<file path="config.mk">
export PLATFORM = sky130hd
export DESIGN_NAME = uart_tx_scheduler
export DESIGN_NICKNAME = d
export VERILOG_FILES = /design/src/rtl/uart_tx_scheduler.sv
export SDC_FILE = /design/constraint.sdc
export NUM_CORES = 1
export LEC_CHECK = 0
export ABC_AREA = 0
export CORE_MARGIN = 4
export CORE_UTILIZATION = 42
export CTS_CLUSTER_SIZE = 16
export DETAILED_ROUTE_END_ITERATION = 10
export HOLD_SLACK_MARGIN = 0.05
export PLACE_DENSITY = 0.82
export SETUP_SLACK_MARGIN = 0.1
export SLEW_MARGIN = 5
export SYNTH_ARGS = -nofsm -noshare
export SYNTH_HDL_FRONTEND = slang
export SYNTH_SLANG_ARGS = --single-unit
</file>
<file path="constraint.sdc">
create_clock -name clk -period 3.05 [get_ports clk]
set_clock_uncertainty 0.2 [all_clocks]
set_input_delay 0.915 -clock clk [delete_from_list [all_inputs] [get_ports clk]]
set_output_delay 0.915 -clock clk [all_outputs]
set_load 0.02 [all_outputs]
</file>
<file path="src/rtl/uart_tx_scheduler.sv">
// Round-robin scheduler that feeds three byte requesters into a memory-mapped UART
// TX data register, polls the status register for completion and aborts on timeout.
`timescale 1ns/1ps
module uart_tx_scheduler #(
    parameter int unsigned POLL_TIMEOUT = 200000
) (
    input  logic        clk,
    input  logic        reset,
    input  logic [2:0]  req_valid,
    input  logic [23:0] req_data,
    output logic [2:0]  req_ready,
    output logic [2:0]  tx_done,
    output logic        busy,
    output logic        err,
    output logic        rd,
    output logic        wr,
    output logic [31:0] addr,
    output logic [31:0] wdata,
    input  logic [31:0] rdata
);

    // state | meaning
    // INIT  | one read of the TX data register to drop a stale done flag
    // IDLE  | arbitrate; accept the round-robin winner's byte
    // WRITE | write latched byte to the TX data register
    // POLL  | read status until bit 2 (TX done) or timeout
    // CLEAR | read TX data register to acknowledge the done flag
    // DONE  | pulse tx_done to the owning requester
    typedef enum logic [2:0] {
        S_INIT,
        S_IDLE,
        S_WRITE,
        S_POLL,
        S_CLEAR,
        S_DONE
    } state_t;

    localparam logic [31:0] ADDR_TXDATA = 32'h4000_0018;
    localparam logic [31:0] ADDR_STATUS = 32'h4000_0020;
    localparam logic [19:0] POLL_LIMIT  = 20'(POLL_TIMEOUT);

    state_t      r_state;
    logic [1:0]  r_last_grant;
    logic [1:0]  r_owner;
    logic [7:0]  r_byte;
    logic [19:0] r_poll_cnt;
    logic        r_err;

    logic        w_any;
    logic [1:0]  w_win;
    logic [7:0]  w_win_byte;
    logic [19:0] w_poll_next;
    logic        w_unused_rdata;

    assign w_any          = |req_valid;
    assign w_poll_next    = r_poll_cnt + 20'd1;
    assign w_unused_rdata = ^{rdata[31:3], rdata[1:0]};

    // Search starts one past the last grant and wraps modulo 3.
    always_comb begin
        w_win = 2'd0;
        case (r_last_grant)
            2'd0:    w_win = req_valid[1] ? 2'd1 : (req_valid[2] ? 2'd2 : 2'd0);
            2'd1:    w_win = req_valid[2] ? 2'd2 : (req_valid[0] ? 2'd0 : 2'd1);
            default: w_win = req_valid[0] ? 2'd0 : (req_valid[1] ? 2'd1 : 2'd2);
        endcase
    end

    always_comb begin
        w_win_byte = req_data[7:0];
        case (w_win)
            2'd1:    w_win_byte = req_data[15:8];
            2'd2:    w_win_byte = req_data[23:16];
            default: w_win_byte = req_data[7:0];
        endcase
    end

    always_ff @(posedge clk or negedge reset) begin
        if (!reset) begin
            r_state      <= S_INIT;
            r_last_grant <= 2'd2;
            r_owner      <= 2'd0;
            r_byte       <= 8'd0;
            r_poll_cnt   <= 20'd0;
            r_err        <= 1'b0;
        end else begin
            unique case (r_state)
                S_INIT: r_state <= S_IDLE;
                S_IDLE: begin
                    if (w_any) begin
                        r_byte       <= w_win_byte;
                        r_owner      <= w_win;
                        r_last_grant <= w_win;
                        r_state      <= S_WRITE;
                    end
                end
                S_WRITE: begin
                    r_poll_cnt <= 20'd0;
                    r_state    <= S_POLL;
                end
                S_POLL: begin
                    // Completion seen on the final allowed poll still wins over timeout.
                    if (rdata[2]) begin
                        r_state <= S_CLEAR;
                    end else if (w_poll_next >= POLL_LIMIT) begin
                        r_err   <= 1'b1;
                        r_state <= S_INIT;
                    end else begin
                        r_poll_cnt <= w_poll_next;
                    end
                end
                S_CLEAR: r_state <= S_DONE;
                S_DONE:  r_state <= S_IDLE;
                default: r_state <= S_INIT;
            endcase
        end
    end

    // Outputs decode the state register and are gated by reset, so INIT's read is
    // visible in the first cycle after release while everything reads 0 during reset.
    always_comb begin
        rd        = 1'b0;
        wr        = 1'b0;
        addr      = 32'd0;
        wdata     = 32'd0;
        tx_done   = 3'd0;
        req_ready = 3'd0;
        if (reset) begin
            case (r_state)
                S_INIT: begin
                    rd   = 1'b1;
                    addr = ADDR_TXDATA;
                end
                S_IDLE: begin
                    if (w_any) req_ready = 3'b001 << w_win;
                end
                S_WRITE: begin
                    wr    = 1'b1;
                    addr  = ADDR_TXDATA;
                    wdata = {24'd0, r_byte};
                end
                S_POLL: begin
                    rd   = 1'b1;
                    addr = ADDR_STATUS;
                end
                S_CLEAR: begin
                    rd   = 1'b1;
                    addr = ADDR_TXDATA;
                end
                S_DONE:  tx_done = 3'b001 << r_owner;
                default: ;
            endcase
        end
    end

    assign busy = reset && (r_state != S_IDLE);
    assign err  = r_err;

endmodule

</file>
======== Word level (Yosys, flattened, before mapping) ========
Index checks and enable logic that the tools add are counted.
word-level totals
  flip-flop bits (word level) ............. 36
  input bits .............................. 61
  output and inout port bits .............. 74
  logic and storage cells ................. 64
cells by class
  add/subtract/negate cells ............... 1
  $lt $le $gt $ge ......................... 1
  eq/ne operators ......................... 13
  shift-type cells ........................ 2
  mux-type cells .......................... 28
  bitwise gates (word level) .............. 1
  reductions and logical operators ........ 12
operators by type and width
  operator                 number
  $pmux W31 S2             1
  $mux W20                 2
  $pmux W20 S2             1
  $mux W31                 1
  $mux W3                  8
  $add A20 B1 Y20 const B  1
  $ge A20 B18 Y1 const B   1
  $mux W8                  2
  $pmux W8 S2              1
  $pmux W3 S5              1
  $mux W2                  5
  $reduce_or A3 Y1         3
  $eq A3 B2 Y1 const B     2
  $eq A3 B3 Y1 const B     2
  $ne A2 B2 Y1 const B     3
  $reduce_and A3 Y1        2
  $shl A1 B2 Y3 const A    2
  $mux W1                  5
  $eq A2 B1 Y1 const B     2
  $pmux W2 S2              1
  $reduce_and A2 Y1        2
  $eq A3 B1 Y1 const B     1
  $logic_not A3 Y1         1
  $ne A3 B1 Y1 const B     1
  other kinds (7)          7

======== Logic depth before layout (Yosys ltp) ========
  word-level depth ........................ 7
  mapped depth ............................ 11
  mapped depth without buffers ............ 10

======== Worst setup path before layout ========
No wires, ideal clock.
  path type ............................... input-to-output
  start ................................... in req_valid[0]
  end ..................................... out req_ready[2]
  data arrival time ....................... 2.062 ns
  data required time ...................... 1.935 ns
  path slack .............................. -0.127 ns
  cell stages on the path ................. 6
  buffers on the path ..................... 1
  path through ............................ nand2b_1 > o21ai_0 > a32oi_1 > ha_1 > clkbuf_1 > and3_1
between the ends
  longest elaborated chain between the ends .. 7
  elaborated cells on any way between the ends .. 9
  those cells by class .................... 1 x shift; 7 x mux; 1 x reduce/logical
RTL lines
  item           line  RTL
  from (decl)    9     input logic [2:0] req_valid,
  $mux W1        64    2'd1: w_win = req_valid[2] ? 2'd2 : (req_valid[0] ? 2'd0 : 2'd1);
  $mux W2        64
  $pmux W2 S2    62    case (r_last_grant)
  $shl A1 B2 Y3  135   if (w_any) req_ready = 3'b001 << w_win;
  $mux W3 (*)    135
  $mux W3 (*)    129   case (r_state)
  $mux W3 (*)    128   if (reset) begin
  to (decl)      11    output logic [2:0] req_ready,
Every way passes the cells marked *; elsewhere a longest branch is shown, timed or not.

======== Worst setup path after layout ========
  start ................................... in req_valid[0]
  end ..................................... out req_ready[1]
between the ends
  longest elaborated chain between the ends .. 7
  elaborated cells on any way between the ends .. 9
  those cells by class .................... 1 x shift; 7 x mux; 1 x reduce/logical
RTL lines
  item                line  RTL
  $mux W1             64
  $mux W2             64
  $pmux W2 S2 (*)     62
  named net w_win[0]  50    logic [1:0] w_win;
  $shl A1 B2 Y3 (*)   135
  $mux W3 (*)         135
  $mux W3 (*)         129
  $mux W3 (*)         128
The timed path passes the listed nets; every way through them passes the cells marked *.

==> results.yml <==
finish:
  drive_gt1_share_pct: 19.3
  synthToLayoutAreaGrowth_pct: 23.6
  fin_nets: 473
  fill_cells: 553
  diodes: 0
synthesis:
  synthTopCellsByCount: "buf_4 (53), nand2_1 (35), dfrtp_1 (34)"
  synth_compound_area_share_pct: 21.7
  ys_top_cells_by_area: "dfrtp_1 (30%), buf_4 (14%), and3_1 (4.6%)"
  synthAdderAreaFrac_pct: 1.76
  ys_warn_count: 0
  synth-xor-area-share_pct: 0.925
  avgSynthCellArea_um2: 8.21
  synth_cell_types: 51
  ys_ff_latch: 35
  yosysSeqAreaShare_pct: 30.9
  yosys.area.top_type: "dfrtp_1"
  yosysMostFrequentCell: "buf_4"
  ys_async_sr_fraction_pct: 100
  synth_top_area_share_pct: 29.9
  syn_inst: 346
  synthMuxAreaShare_pct: 1.23
  netlist_area_um2: 2840
  synthSimpleGateAreaFrac_pct: 24.1
  ys.flop_type: "dfrtp_1"
  synth_edf_count: 0
  synth_top_family_by_area: "simple AND/OR/NAND/NOR gates"
clocking:
  clk_pin_slew_ps: 70
  h-tree-depth: 2
  numCtsBuffers: 5
  clk_path_buf_depth: 2
  root_buffer: "clkbuf_8"
  clock_latency_ps: 300
  clock_sinks: 35
  cts_tree: "done"
place:
  port_buffers: 51
  finalWeightedCongestion: 0.938
  dp_hpwl_um: 5870
  place_ws_ps: -949
route:
  drtIter0Drc: 212
  routed-via-count: 2758
  drt-pass1-iter-count: 5
  wirelength_um: 7950
  routed_via_density: 5.67
  ant_nets: 0
  drc: 0
  wl_per_cell_um: 16.4
timing:
  rsz0062_at_grt: "true"
  setup_viol_count_final: 3
  final-max-slew-violation-count: 0
  fin_tns_setup_ps: -77.2
  hold_violations: 0
  finalCritPeriodShare_pct: 102
  min_period_ps: 3100
  fmax_mhz: 323
  setup_slack_ps: -45.9
die:
  fp.dieArea_um2: 8150
  start_util_pct: 44.0
  rows: 29
  core_um2: 6460
  fp.dieH_um: 90.3
  io-pin-count: 135
  dieWidth_um: 90.3
global_routing:
  grt_max_degree: 18
  grt_use_total_pct: 18.5
  grt_pass1_vias: 2537
  antenna_found_initial: 0
  grt-ovfl-total: 0
  grt_pass1_wl_um: 12600
run_status:
  violations: "negative setup slack"
  status: "complete, but fails checks"
worst_setup_path:
  cp_top_family: "compound AO/OA/AOI/OAI gates"
  crit_path_end_kind: "output port"
  crit_slowest_cell: "a32oi_2"
  reg2regPathDepth: 10
  cp-start-kind: "input pin"
  cp_max_fo: 4
  cp.arrival_ps: 1980
  max_stage_delay_ps: 270
  cp.required_ps: 1930
  r2r-start: "r_poll_cnt[0]"
  r2r_end: "r_poll_cnt[1]"
  r2r_setup_slack_ps: 210
  worst-path-buf-inv: 3
  worstPathCellList: "buf_8 -> nand2b_4 -> o21ai_2 -> a32oi_2 -> inv_1 -> ha_2 -> and3_4 -> buf_6"
  worstSetupPathType: "input pin to output port"
worst_hold_path:
  whs_endpoint: "err"
  hold_depth: 1
  min_path_type: "flip-flop to flip-flop"
  min_from: "err"
power:
  leakage_nw: 1.66
  power.density_nw_per_um2: 654
  vdd_drop_max_mv: 0.307
flow_run:
  cap_violations: 0
==> cell families after synthesis <==
group                      count (synthesis)
muxes                                      3
buffers and inverters                     88
adders and majority gates                  4
DFF                                       35
other                                      1
xor gates and xnor gates                   3
AOI/OAI and AO/OA                         88
and+or+nand+nor                          124
==> worst max-delay path by stage <==
stage                  from           end  depth (start not counted)
2_1_floorplan  req_valid[0]  req_ready[1]                          7
3_3_place_gp   req_valid[0]  req_ready[1]                          8
3_5_place_dp   req_valid[0]  req_ready[2]                          7
4_1_cts        req_valid[0]  req_ready[1]                          8
5_1_grt        req_valid[0]  req_ready[1]                          8
6_report       req_valid[0]  req_ready[1]                          8
==> state kept, by name, indices dropped and copies added, names as in the netlist <==
name          cells
err               1
r_poll_cnt       20
r_state           3
r_last_grant      2
r_byte            8
r_owner           1
==> power breakdown <==
| group | total (mW) | internal (mW) | switching [mW] |
|---|---|---|---|
| combinational | 1.19 | 0.459 | 0.730 |
| sequential | 0.683 | 0.582 | 0.101 |
| clock | 0.426 | 0.243 | 0.182 |
==> worst register-to-register path, cell delays in order, from the launching register on <==
cell	delay [ps]
dfrtp_1	460
ha_1	280
nand3_2	200
buf_4	220
a211o_1	230
o311ai_1	100
a32oi_1	170
o21ai_2	210
a21o_1	240
buf_4	220
mux2i_1	210
==> layout by cell type (no fill, tap or decap), drive strengths merged, types with 10 or more instances in the layout <==
cell type      count
a31oi             14
a41oi             10
and3              21
buf               37
clkbuf            10
clkdlybuf4s15     10
clkdlybuf4s50     26
conb              52
dfrtp             34
inv               10
nand2             35
nand4             10
nor2              15
o21ai             24
==> routing by layer <==
metal  up-vias  wire length (µm)  track usage, %  part of all wire, %
li1       1277                 -               -                    -
met5         -                 0               0                    0
met1      1321              3160            23.1                   40
met2       145              4060            32.7                   51
met3        15               536            2.75                  6.7
met4         0               187            6.12                  2.4
==> stage by stage <==
| step | instances | util, % | hold slack [ps] | instance area (µm²) | power [mW] |
|---|---|---|---|---|---|
| after floorplan | 397 | - | 242 | 3080 | 1.50 |
| after global placement | 475 | 52.2 | 245 | 3370 | 1.81 |
| after detailed placement | 475 | 52.2 | 250 | 3370 | 1.86 |
| after CTS | 485 | 54.3 | 272 | 3510 | 2.29 |
| after global routing | 486 | 54.4 | 304 | 3510 | 2.45 |
| final | 486 | 54.4 | 266 | 3510 | 2.30 |
==> what timing repair did <==
action / 4_1_cts / 5_1_grt
endpoints found under the setup margin: 22 / 24
buffers inserted: 2 / 1
pin swaps: 3 / 4
hold buffers: 0 / 0
resized for setup: 57 / 22
==> layout make-up <==
type | instances | area, µm² | share of cell area [%]
Clock inverter | 3 | 43.8 | 1.25
Timing Repair Buffer | 82 | 713 | 20.3
Multi-Input combinational cell | 274 | 1680 | 47.7
Clock buffer | 5 | 68.8 | 1.96
Sequential cell | 35 | 877 | 25.0
Inverter | 10 | 37.5 | 1.07
Tap cell | 77 | 96.3 | 2.74
No activity file was read; power rests on OpenSTA's default activity.
